`src/rtl/fft_stage_ctrl.sv`:
```
// -----------------------------------------------------------------------------
// fft_stage_ctrl
// Control sequencer for an in-place radix-2 DIT FFT. It walks all N_LOG2
// stages and, for each butterfly, issues the data-RAM read pair (a, b) and the
// twiddle-ROM index. Between stages it drains the pipeline so the last
// write-back of a stage lands before the next stage reads the same RAM.
// It also generates the butterfly enable and the write-back strobe/addresses
// through plain shift registers that match the RAM and butterfly latencies.
//
// Ports:
//   clk        system clock
//   rst        asynchronous active-low reset
//   start      one-cycle request to run a full FFT (ignored unless idle)
//   busy       high from the first read cycle until the cycle before done
//   done       one-cycle completion pulse
//   stage      current stage 1..N_LOG2, 0 while idle or done
//   rd_en      data-RAM read strobe
//   rd_addr_a  read address of butterfly input a
//   rd_addr_b  read address of butterfly input b
//   tw_addr    twiddle-ROM index k of W_N^k
//   bf_en      butterfly enable (rd_en delayed RAM_RD_LAT)
//   wr_en      data-RAM write strobe (bf_en delayed BF_LAT)
//   wr_addr_a  write address for butterfly output a
//   wr_addr_b  write address for butterfly output b
// -----------------------------------------------------------------------------
module fft_stage_ctrl #(
   parameter int N_LOG2     = 8,
   parameter int RAM_RD_LAT = 1,
   parameter int BF_LAT     = 3
) (
   input  logic                         clk,
   input  logic                         rst,
   input  logic                         start,
   output logic                         busy,
   output logic                         done,
   output logic [$clog2(N_LOG2+1)-1:0]  stage,
   output logic                         rd_en,
   output logic [N_LOG2-1:0]            rd_addr_a,
   output logic [N_LOG2-1:0]            rd_addr_b,
   output logic [N_LOG2-2:0]            tw_addr,
   output logic                         bf_en,
   output logic                         wr_en,
   output logic [N_LOG2-1:0]            wr_addr_a,
   output logic [N_LOG2-1:0]            wr_addr_b
);

   localparam int SW        = $clog2(N_LOG2 + 1);
   localparam int TW_W      = N_LOG2 - 1;
   localparam int DRAIN_LEN = RAM_RD_LAT + BF_LAT + 1;
   localparam int DW        = $clog2(DRAIN_LEN);
   localparam int WB_LAT    = RAM_RD_LAT + BF_LAT;

   localparam logic [N_LOG2-1:0] ZERO_A     = {N_LOG2{1'b0}};
   localparam logic [N_LOG2-1:0] ONE_A      = N_LOG2'(1);
   localparam logic [N_LOG2-1:0] K_LAST     = N_LOG2'((1 << (N_LOG2 - 1)) - 1);
   localparam logic [SW-1:0]     ZERO_S     = {SW{1'b0}};
   localparam logic [SW-1:0]     ONE_S      = SW'(1);
   localparam logic [SW-1:0]     LAST_STAGE = SW'(N_LOG2);
   localparam logic [DW-1:0]     ZERO_D     = {DW{1'b0}};
   localparam logic [DW-1:0]     ONE_D      = DW'(1);
   localparam logic [DW-1:0]     D_LAST     = DW'(DRAIN_LEN - 1);
   localparam logic [TW_W-1:0]   ZERO_T     = {TW_W{1'b0}};

   typedef enum logic [1:0] {
      IDLE  = 2'd0,
      RUN   = 2'd1,
      DRAIN = 2'd2,
      DONE  = 2'd3
   } state_t;

   state_t            state_r, state_s;
   logic [N_LOG2-1:0] k_r, k_s;
   logic [SW-1:0]     stage_r, stage_s;
   logic [DW-1:0]     drain_r, drain_s;

   logic              rd_en_r, busy_r, done_r;
   logic [N_LOG2-1:0] rd_addr_a_r, rd_addr_b_r;
   logic [TW_W-1:0]   tw_addr_r;

   logic [RAM_RD_LAT-1:0] bf_pipe_r;
   logic [BF_LAT-1:0]     wr_pipe_r;
   logic [N_LOG2-1:0]     wa_pipe_r [WB_LAT];
   logic [N_LOG2-1:0]     wb_pipe_r [WB_LAT];

   // half - 1 for stage l, i.e. the mask selecting j = k mod half
   function automatic logic [N_LOG2-1:0] half_mask_f(input logic [SW-1:0] l);
      return (ONE_A << (l - ONE_S)) - ONE_A;
   endfunction

   // Address a: insert a zero bit at position l-1 of k (= 2*half*g + j)
   function automatic logic [N_LOG2-1:0] addr_a_f(input logic [N_LOG2-1:0] k,
                                                  input logic [SW-1:0]     l);
      return ((k >> (l - ONE_S)) << l) | (k & half_mask_f(l));
   endfunction

   // Twiddle index: j scaled to the full-length ROM, j << (N_LOG2 - l)
   function automatic logic [TW_W-1:0] tw_f(input logic [N_LOG2-1:0] k,
                                            input logic [SW-1:0]     l);
      logic [N_LOG2-1:0] sh;
      sh = (k & half_mask_f(l)) << (LAST_STAGE - l);
      return sh[TW_W-1:0];
   endfunction

   // FSM state, butterfly counter, stage and drain counter registers
   always_ff @(posedge clk or negedge rst) begin
      if (!rst) begin
         state_r <= IDLE;
         k_r     <= ZERO_A;
         stage_r <= ZERO_S;
         drain_r <= ZERO_D;
      end else begin
         state_r <= state_s;
         k_r     <= k_s;
         stage_r <= stage_s;
         drain_r <= drain_s;
      end
   end

   // Next-state logic for the stage walker
   always_comb begin
      state_s = state_r;
      k_s     = k_r;
      stage_s = stage_r;
      drain_s = drain_r;
      case (state_r)
         IDLE: begin
            if (start) begin
               state_s = RUN;
               k_s     = ZERO_A;
               stage_s = ONE_S;
            end else begin
               state_s = IDLE;
            end
         end
         RUN: begin
            if (k_r == K_LAST) begin
               state_s = DRAIN;
               drain_s = ZERO_D;
            end else begin
               k_s = k_r + ONE_A;
            end
         end
         DRAIN: begin
            if (drain_r == D_LAST) begin
               if (stage_r < LAST_STAGE) begin
                  state_s = RUN;
                  stage_s = stage_r + ONE_S;
                  k_s     = ZERO_A;
               end else begin
                  state_s = DONE;
                  stage_s = ZERO_S;
               end
            end else begin
               drain_s = drain_r + ONE_D;
            end
         end
         DONE: begin
            state_s = IDLE;
            stage_s = ZERO_S;
         end
         default: begin
            state_s = IDLE;
            k_s     = ZERO_A;
            stage_s = ZERO_S;
            drain_s = ZERO_D;
         end
      endcase
   end

   // Registered read strobe, addresses and status, decoded from the next state
   // so they are valid in the same cycle the FSM sits in RUN
   always_ff @(posedge clk or negedge rst) begin
      if (!rst) begin
         rd_en_r     <= 1'b0;
         busy_r      <= 1'b0;
         done_r      <= 1'b0;
         rd_addr_a_r <= ZERO_A;
         rd_addr_b_r <= ZERO_A;
         tw_addr_r   <= ZERO_T;
      end else begin
         rd_en_r <= (state_s == RUN);
         busy_r  <= (state_s == RUN) || (state_s == DRAIN);
         done_r  <= (state_s == DONE);
         if (state_s == RUN) begin
            rd_addr_a_r <= addr_a_f(k_s, stage_s);
            rd_addr_b_r <= addr_a_f(k_s, stage_s) | (ONE_A << (stage_s - ONE_S));
            tw_addr_r   <= tw_f(k_s, stage_s);
         end else begin
            rd_addr_a_r <= ZERO_A;
            rd_addr_b_r <= ZERO_A;
            tw_addr_r   <= ZERO_T;
         end
      end
   end

   // Latency-matching shift registers, independent of the FSM state
   always_ff @(posedge clk or negedge rst) begin
      if (!rst) begin
         bf_pipe_r <= {RAM_RD_LAT{1'b0}};
         wr_pipe_r <= {BF_LAT{1'b0}};
         for (int i = 0; i < WB_LAT; i++) begin
            wa_pipe_r[i] <= ZERO_A;
            wb_pipe_r[i] <= ZERO_A;
         end
      end else begin
         bf_pipe_r[0] <= rd_en_r;
         for (int i = 1; i < RAM_RD_LAT; i++) begin
            bf_pipe_r[i] <= bf_pipe_r[i-1];
         end
         wr_pipe_r[0] <= bf_pipe_r[RAM_RD_LAT-1];
         for (int i = 1; i < BF_LAT; i++) begin
            wr_pipe_r[i] <= wr_pipe_r[i-1];
         end
         wa_pipe_r[0] <= rd_addr_a_r;
         wb_pipe_r[0] <= rd_addr_b_r;
         for (int i = 1; i < WB_LAT; i++) begin
            wa_pipe_r[i] <= wa_pipe_r[i-1];
            wb_pipe_r[i] <= wb_pipe_r[i-1];
         end
      end
   end

   assign busy      = busy_r;
   assign done      = done_r;
   assign stage     = stage_r;
   assign rd_en     = rd_en_r;
   assign rd_addr_a = rd_addr_a_r;
   assign rd_addr_b = rd_addr_b_r;
   assign tw_addr   = tw_addr_r;
   assign bf_en     = bf_pipe_r[RAM_RD_LAT-1];
   assign wr_en     = wr_pipe_r[BF_LAT-1];
   assign wr_addr_a = wa_pipe_r[WB_LAT-1];
   assign wr_addr_b = wb_pipe_r[WB_LAT-1];

endmodule

```
`config.mk`:
```
export PLATFORM = sky130hd
export DESIGN_NAME = fft_stage_ctrl
export DESIGN_NICKNAME = d
export VERILOG_FILES = /design/src/rtl/fft_stage_ctrl.sv
export SDC_FILE = /design/constraint.sdc
export NUM_CORES = 1
export LEC_CHECK = 0
export CORE_MARGIN = 2
export CORE_UTILIZATION = 25
export CTS_BUF_LIST = sky130_fd_sc_hd__clkbuf_8
export CTS_CLUSTER_DIAMETER = 50
export DETAILED_ROUTE_END_ITERATION = 10
export GPL_ROUTABILITY_DRIVEN = 0
export PLACE_DENSITY = 0.46
export SYNTH_ARGS = -nofsm -noshare
export SYNTH_HDL_FRONTEND = slang
export SYNTH_SLANG_ARGS = --single-unit
```
`constraint.sdc`:
```
create_clock -name clk -period 3.9 [get_ports clk]
set_input_delay 0.78 -clock clk [delete_from_list [all_inputs] [get_ports clk]]
set_output_delay 0.78 -clock clk [all_outputs]
set_load 0.02 [all_outputs]
```
Word-level counts from Yosys, hierarchy flattened
Cells that the tools add are included.
{"block": "totals", "regBits": 111, "out_inout_bits": 48, "elab_cells": 68, "in_bits": 3}
{"block": "classes", "bitwise_logic": 3, "addsub": 6, "shifts": 4, "n_reduce_logical": 4, "mux": 20, "n_eq_ne": 10, "n_lt_le_gt_ge": 1}
{"operator": "8-bit 2-to-1 mux", "n": 6}
{"operator": "8-bit one-hot mux with 3 select lines", "n": 1}
{"operator": "8-bit bitwise OR", "n": 2}
{"operator": "4-bit 2-to-1 mux", "n": 3}
{"operator": "4-bit one-hot mux with 3 select lines", "n": 1}
{"operator": "8-bit by 1-bit adder with 8-bit output, second input constant", "n": 1}
{"operator": "8-bit bitwise AND", "n": 1}
{"operator": "2-bit == test, second input constant", "n": 4}
{"operator": "8-bit by 7-bit == test with 1-bit output, second input constant", "n": 1}
{"operator": "2-bit one-hot mux with 4 select lines", "n": 1}
{"operator": "1-bit by 4-bit left shift with 8-bit output, first input constant", "n": 1}
{"operator": "8-bit by 4-bit left shift with 7-bit output", "n": 1}
{"operator": "8-bit by 4-bit left shift with 8-bit output", "n": 1}
{"operator": "8-bit by 4-bit right shift with 8-bit output", "n": 1}
{"operator": "8-bit by 1-bit subtractor with 8-bit output, second input constant", "n": 1}
{"operator": "7-bit 2-to-1 mux", "n": 1}
{"operator": "2-bit 2-to-1 mux", "n": 3}
{"operator": "3-bit 2-to-1 mux", "n": 2}
{"operator": "3-bit one-hot mux with 2 select lines", "n": 1}
{"operator": "4-bit by 1-bit adder with 4-bit output, second input constant", "n": 1}
{"operator": "2-bit by 1-bit == test with 1-bit output, second input constant", "n": 2}
{"operator": "4-bit < comparator, second input constant", "n": 1}
{"operator": "2-bit inequality test, second input constant", "n": 2}
{"operator": "4-bit by 1-bit subtractor with 4-bit output, second input constant", "n": 1}
{"operator": "8 further kinds", "n": 8}

Logic depth before layout (Yosys ltp)
{"block": "logic_depth", "depth_word": 11, "mapped_depth": 22, "ltp_nobuf": 18}

Least setup slack after synthesis
No wires, ideal clock.
{"block": "synth_path", "path_type": "input to register", "startpoint": "input start", "endpoint": "register tw_addr_r[6], in the netlist tw_addr[6]", "setup_ns": 0.139, "t_arrival_ns": 4.303, "stages": 20, "path_slack_ns": -0.542, "required_ns": 3.761, "path_buffers": 4, "cell_sequence": "nor2b_2 o21bai_1 o21ai_4 inv_4 buf_6 clkbuf_1 ha_1 clkbuf_1 and3_1 or2_1 buf_2 nand2_1 ha_1 nand2_1 xor2_1 a211oi_1 o31a_1 mux2_4 a221oi_2 a21oi_1"}
{"block": "synth_between", "elab_chain_len": 8, "elab_cells_between_ends": 14, "classes_between": "add/sub (3); eq/ne (1); shift (2); mux (7); bitwise (1)"}
{"element": "start, declared", "line": "33", "rtl": "input logic start,"}
{"element": "4-bit 2-to-1 mux", "line": "127", "rtl": "if (start) begin"}
{"element": "4-bit one-hot mux with 3 select lines", "line": "125", "rtl": "case (state_r)"}
{"element": "4-bit by 1-bit subtractor with 4-bit output", "line": "87", "rtl": "return (ONE_A << (l - ONE_S)) - ONE_A;"}
{"element": "1-bit by 4-bit left shift with 8-bit output", "line": "87"}
{"element": "8-bit by 1-bit subtractor with 8-bit output", "line": "87"}
{"element": "8-bit bitwise AND", "line": "100", "rtl": "sh = (k & half_mask_f(l)) << (LAST_STAGE - l);"}
{"element": "8-bit by 4-bit left shift with 7-bit output", "line": "100"}
{"element": "7-bit 2-to-1 mux (*)", "line": "184", "rtl": "if (state_s == RUN) begin"}
{"element": "end signal, assigned", "line": "187", "rtl": "tw_addr_r <= tw_f(k_s, stage_s);"}
{"element": "end, declared", "line": "78", "rtl": "logic [TW_W-1:0] tw_addr_r;"}
Mark *: on every way between the ends. The rest lies on a longest branch, timed or not.
A chain may end at the register's enable or synchronous reset.

Worst setup path after layout
Ends and elaborated chain as after synthesis.

==> results.yml <==
global_routing:
  largest_net_degree_at_the_start_of_global_routing: 53
  global_route_wire_length_before_repair_um: 21200
  globalRoute.totalOverflow: 0
  grt_pass1_vias: 3951
  grt_usage_pct: 12.32
  number_of_antenna_violations_at_the_first_check_in_global_routing: 0
final_layout:
  syn_to_final_growth_pct: 25.02
  finish.net_count: 562
  layout.cells.most_common: "sky130_fd_sc_hd__dfrtp_1"
  final_antenna_diode_count: 0
  ratio_of_cells_with_drive_above_1_in_the_final_layout_pct: 21.56
  fin_cells: 822
  mostFrequentLayoutCells: "sky130_fd_sc_hd__dfrtp_1, sky130_fd_sc_hd__buf_4, sky130_fd_sc_hd__clkdlybuf4s50_1"
pwr:
  lkg_pwr_uw: 0.002659
  vdd_ir_drop_max_mv: 0.1491
  power_per_cell_area_mw_per_mm2: 300.6
sta:
  setup_total_negative_slack_ns: 0
  max_freq_ghz: 0.2722
  rsz_0062_raised_after_global_routing: "false"
  worst_slew_margin_rel_pct: 59.14
  slew_viol_final: 0
  timing.final.crit_period_ns: 3.674
  setup_violations: 0
  clock-skew-final_ns: 0.01657
  final-hold-violation-count: 0
  pin_slew_with_the_least_headroom_to_its_limit_ns: 0.6129
  post-route-period-util_pct: 94.20
drt:
  drt-vias-per-instance: 4.783
  detail_route.wl_per_cell_um: 16.05
  first_pass_iters: 7
  drt-total-wl_um: 13190
  drt_first_iter_violations: 331
  drc: 0
  route.antenna.remaining_nets: 0
  routed-via-count: 3932
clock_tree:
  cts_tree: "done"
  cts-buffers-inserted: 9
  insertion_delay_ns: 0.38
  tritoncts_num_sinks: 111
  cts_root_buf: "sky130_fd_sc_hd__clkbuf_8"
  cts_max_level: 3
  cts-resized-gates: 0
  clock_tree.buffer_depth: 2
  holdBufCountCts: 0
  path_clk_slew_ns: 0.10
  post-cts-setup-buffer-count: 0
setup_path:
  timing.rr.end: "tw_addr[6]"
  critical_path.max_fanout: 7
  path_class: "primary input to flop"
  critical_path.endpoint_type: "flop"
  critical_path_arrival_ns: 3.93
  timing.rr.start: "state_r[1]"
  worst_setup_path_endpoint: "tw_addr[6]"
  critPathLaunchType: "primary input"
  r2r.worst_path.cells: 15
  r2r_setup_slack_ns: 0.30
  beginning_of_the_critical_path: "start"
  timing.critical_path.required_ns: 4.15
yosys:
  synth_ff_type: "sky130_fd_sc_hd__dfrtp_1"
  postSynth.asyncResetShare_pct: 100.0
  number_of_enable_type_register_cells_in_the_synthesized_netlist: 0
  synth-seq-area-share_pct: 53.42
  yosys_warnings: 0
  yosysUniqueCellTypes: 82
  syn_inst: 468
  syn-mean-instance-area_sq_um: 11.11
  synth.cell_area_sq_mm: 0.005200
  postSynthNetCount: 483
  ff_latch_count_synth: 111
die:
  i_o_pins: 51
  floorplan.rows: 52
  fp.dieArea_sq_mm: 0.02197
  start_util_pct: 25.62
  floorplan.die.height_um: 148.2
  core_region_area_sq_mm: 0.02030
  chipWidth_um: 148.2
min_path:
  min-delay-path-class: "flop to flop"
  min-delay-start: "wb_pipe_r[24]"
place:
  dp_cells: 806
  detailed_place_hpwl_um: 9755
  io_buffer_count: 50
status:
  outcome: "finished, final reports clean"
job:
  max-cap-violations: 0
synthesized netlist by cell type (all sizes together), types with 3 or more instances:
| library cell | count | share of area (%) |
|---|---|---|
| dfrtp | 111 | 53 |
| nor2 | 32 | 2.4 |
| buf | 30 | 4.1 |
| nand2 | 27 | 1.9 |
| nand3 | 25 | 2.4 |
| o21ai | 25 | 2.7 |
| a21oi | 20 | 2.1 |
| inv | 19 | 1.4 |
| o211ai | 15 | 2.4 |
| a211oi | 12 | 2.3 |
| ha | 12 | 2.9 |
| nor3 | 12 | 1.3 |
| and3 | 9 | 1.1 |
| o22ai | 9 | 1.6 |
| a31oi | 8 | 0.96 |
| clkbuf | 7 | 0.51 |
| nand4 | 6 | 1.0 |
| a22oi | 5 | 0.82 |
| nand2b | 5 | 0.60 |
| nor3b | 5 | 0.72 |
| and2 | 4 | 0.48 |
| mux2i | 4 | 0.77 |
| nor2b | 4 | 0.53 |
| o31ai | 4 | 1.1 |
| a221oi | 3 | 0.63 |
| and4b | 3 | 0.58 |
| nand3b | 3 | 0.67 |
| o221ai | 3 | 0.51 |
| o22a | 3 | 0.53 |
| o2bb2ai | 3 | 0.51 |
| or2 | 3 | 0.36 |
| or3 | 3 | 0.36 |
| xnor2 | 3 | 0.51 |
power breakdown:
group	internal (uW)	switching (uW)	total, uW
clock	384	395	779
sequential	1150	0	1150
combinational	3.78	22.0	25.8
total	1540	417	1950
metrics by stage:
stage               setup WS (ns)  area (sq um)  hold slack, ns  utilization [%]  power [uW]
floorplan                0.001289          5283          0.3312                -        1173
global placement         -0.09960          6266          0.3314            30.87        1200
detailed placement        -0.1950          6266          0.3347            30.87        1201
CTS                        0.2147          6496          0.3547            32.00        1990
global route              0.04859          6501          0.3614            32.03        2044
finish                     0.2262          6501          0.3512            32.03        1954
cell families after synthesis:
group	Yosys count	synth area share, %
and+or+nand+nor	148	15.78
xor gates and xnor gates	4	0.6738
buffers and inverters	56	5.991
AOI/OAI and AO/OA	131	19.97
muxes	6	1.275
DFF	111	53.42
adders and majority gates	12	2.887
flip-flops by register name, indices dropped and copies added, names as in the netlist, 4 cells and up:
signal	count
wa_pipe_r	24
rd_addr_a	8
wb_pipe_r	24
wr_addr_a	8
k_r	8
tw_addr	7
wr_addr_b	8
rd_addr_b	8
stage	4
worst max-delay path, stage by stage:
cell and delay (ns):
sky130_fd_sc_hd__clkdlybuf4s50_1 0.49, sky130_fd_sc_hd__nor2b_4 0.22, sky130_fd_sc_hd__o22ai_4 0.10, sky130_fd_sc_hd__a22o_2 0.24, sky130_fd_sc_hd__inv_2 0.07, sky130_fd_sc_hd__nand3_1 0.15
sky130_fd_sc_hd__a211oi_4 0.27, sky130_fd_sc_hd__or2_4 0.16, sky130_fd_sc_hd__nand2_1 0.08, sky130_fd_sc_hd__ha_4 0.16, sky130_fd_sc_hd__buf_4 0.15, sky130_fd_sc_hd__and3_1 0.15
sky130_fd_sc_hd__o31a_1 0.32, sky130_fd_sc_hd__mux2_4 0.27, sky130_fd_sc_hd__a221oi_2 0.24, sky130_fd_sc_hd__a21oi_1 0.07
area by class of cell:
class | instances | area [sq um]
fillers | 2085 | 13800
flip-flops and latches | 111 | 2780
multi-input cells | 301 | 2168
repair buffers | 105 | 910.9
well taps | 270 | 337.8
clock buffers | 10 | 137.6
clock inverters | 6 | 92.59
inverters | 19 | 73.82
how the worst min path moves through the flow:
stage | to | slack [ns] | cells after the start
final | wb_pipe_r[16] | 0.35 | 0
after global routing | wa_pipe_r[17] | 0.36 | 0
after CTS | wb_pipe_r[16] | 0.35 | 0
after detailed placement | wa_pipe_r[13] | 0.33 | 0
after global placement | wr_addr_a[2] | 0.33 | 0
after floorplan | wa_pipe_r[10] | 0.33 | 0
layer usage:
layer / wire [um] / vias up / track usage [%] / part of all wire (%)
met5: 0 / - / 0 / 0
met4: 297 / 0 / 3.952 / 2.3
met3: 780 / 22 / 3.037 / 5.9
met2: 5928 / 137 / 18.96 / 45
met1: 6183 / 1908 / 17.11 / 47
li1: - / 1865 / - / -
No activity file was read; power rests on OpenSTA's default activity.
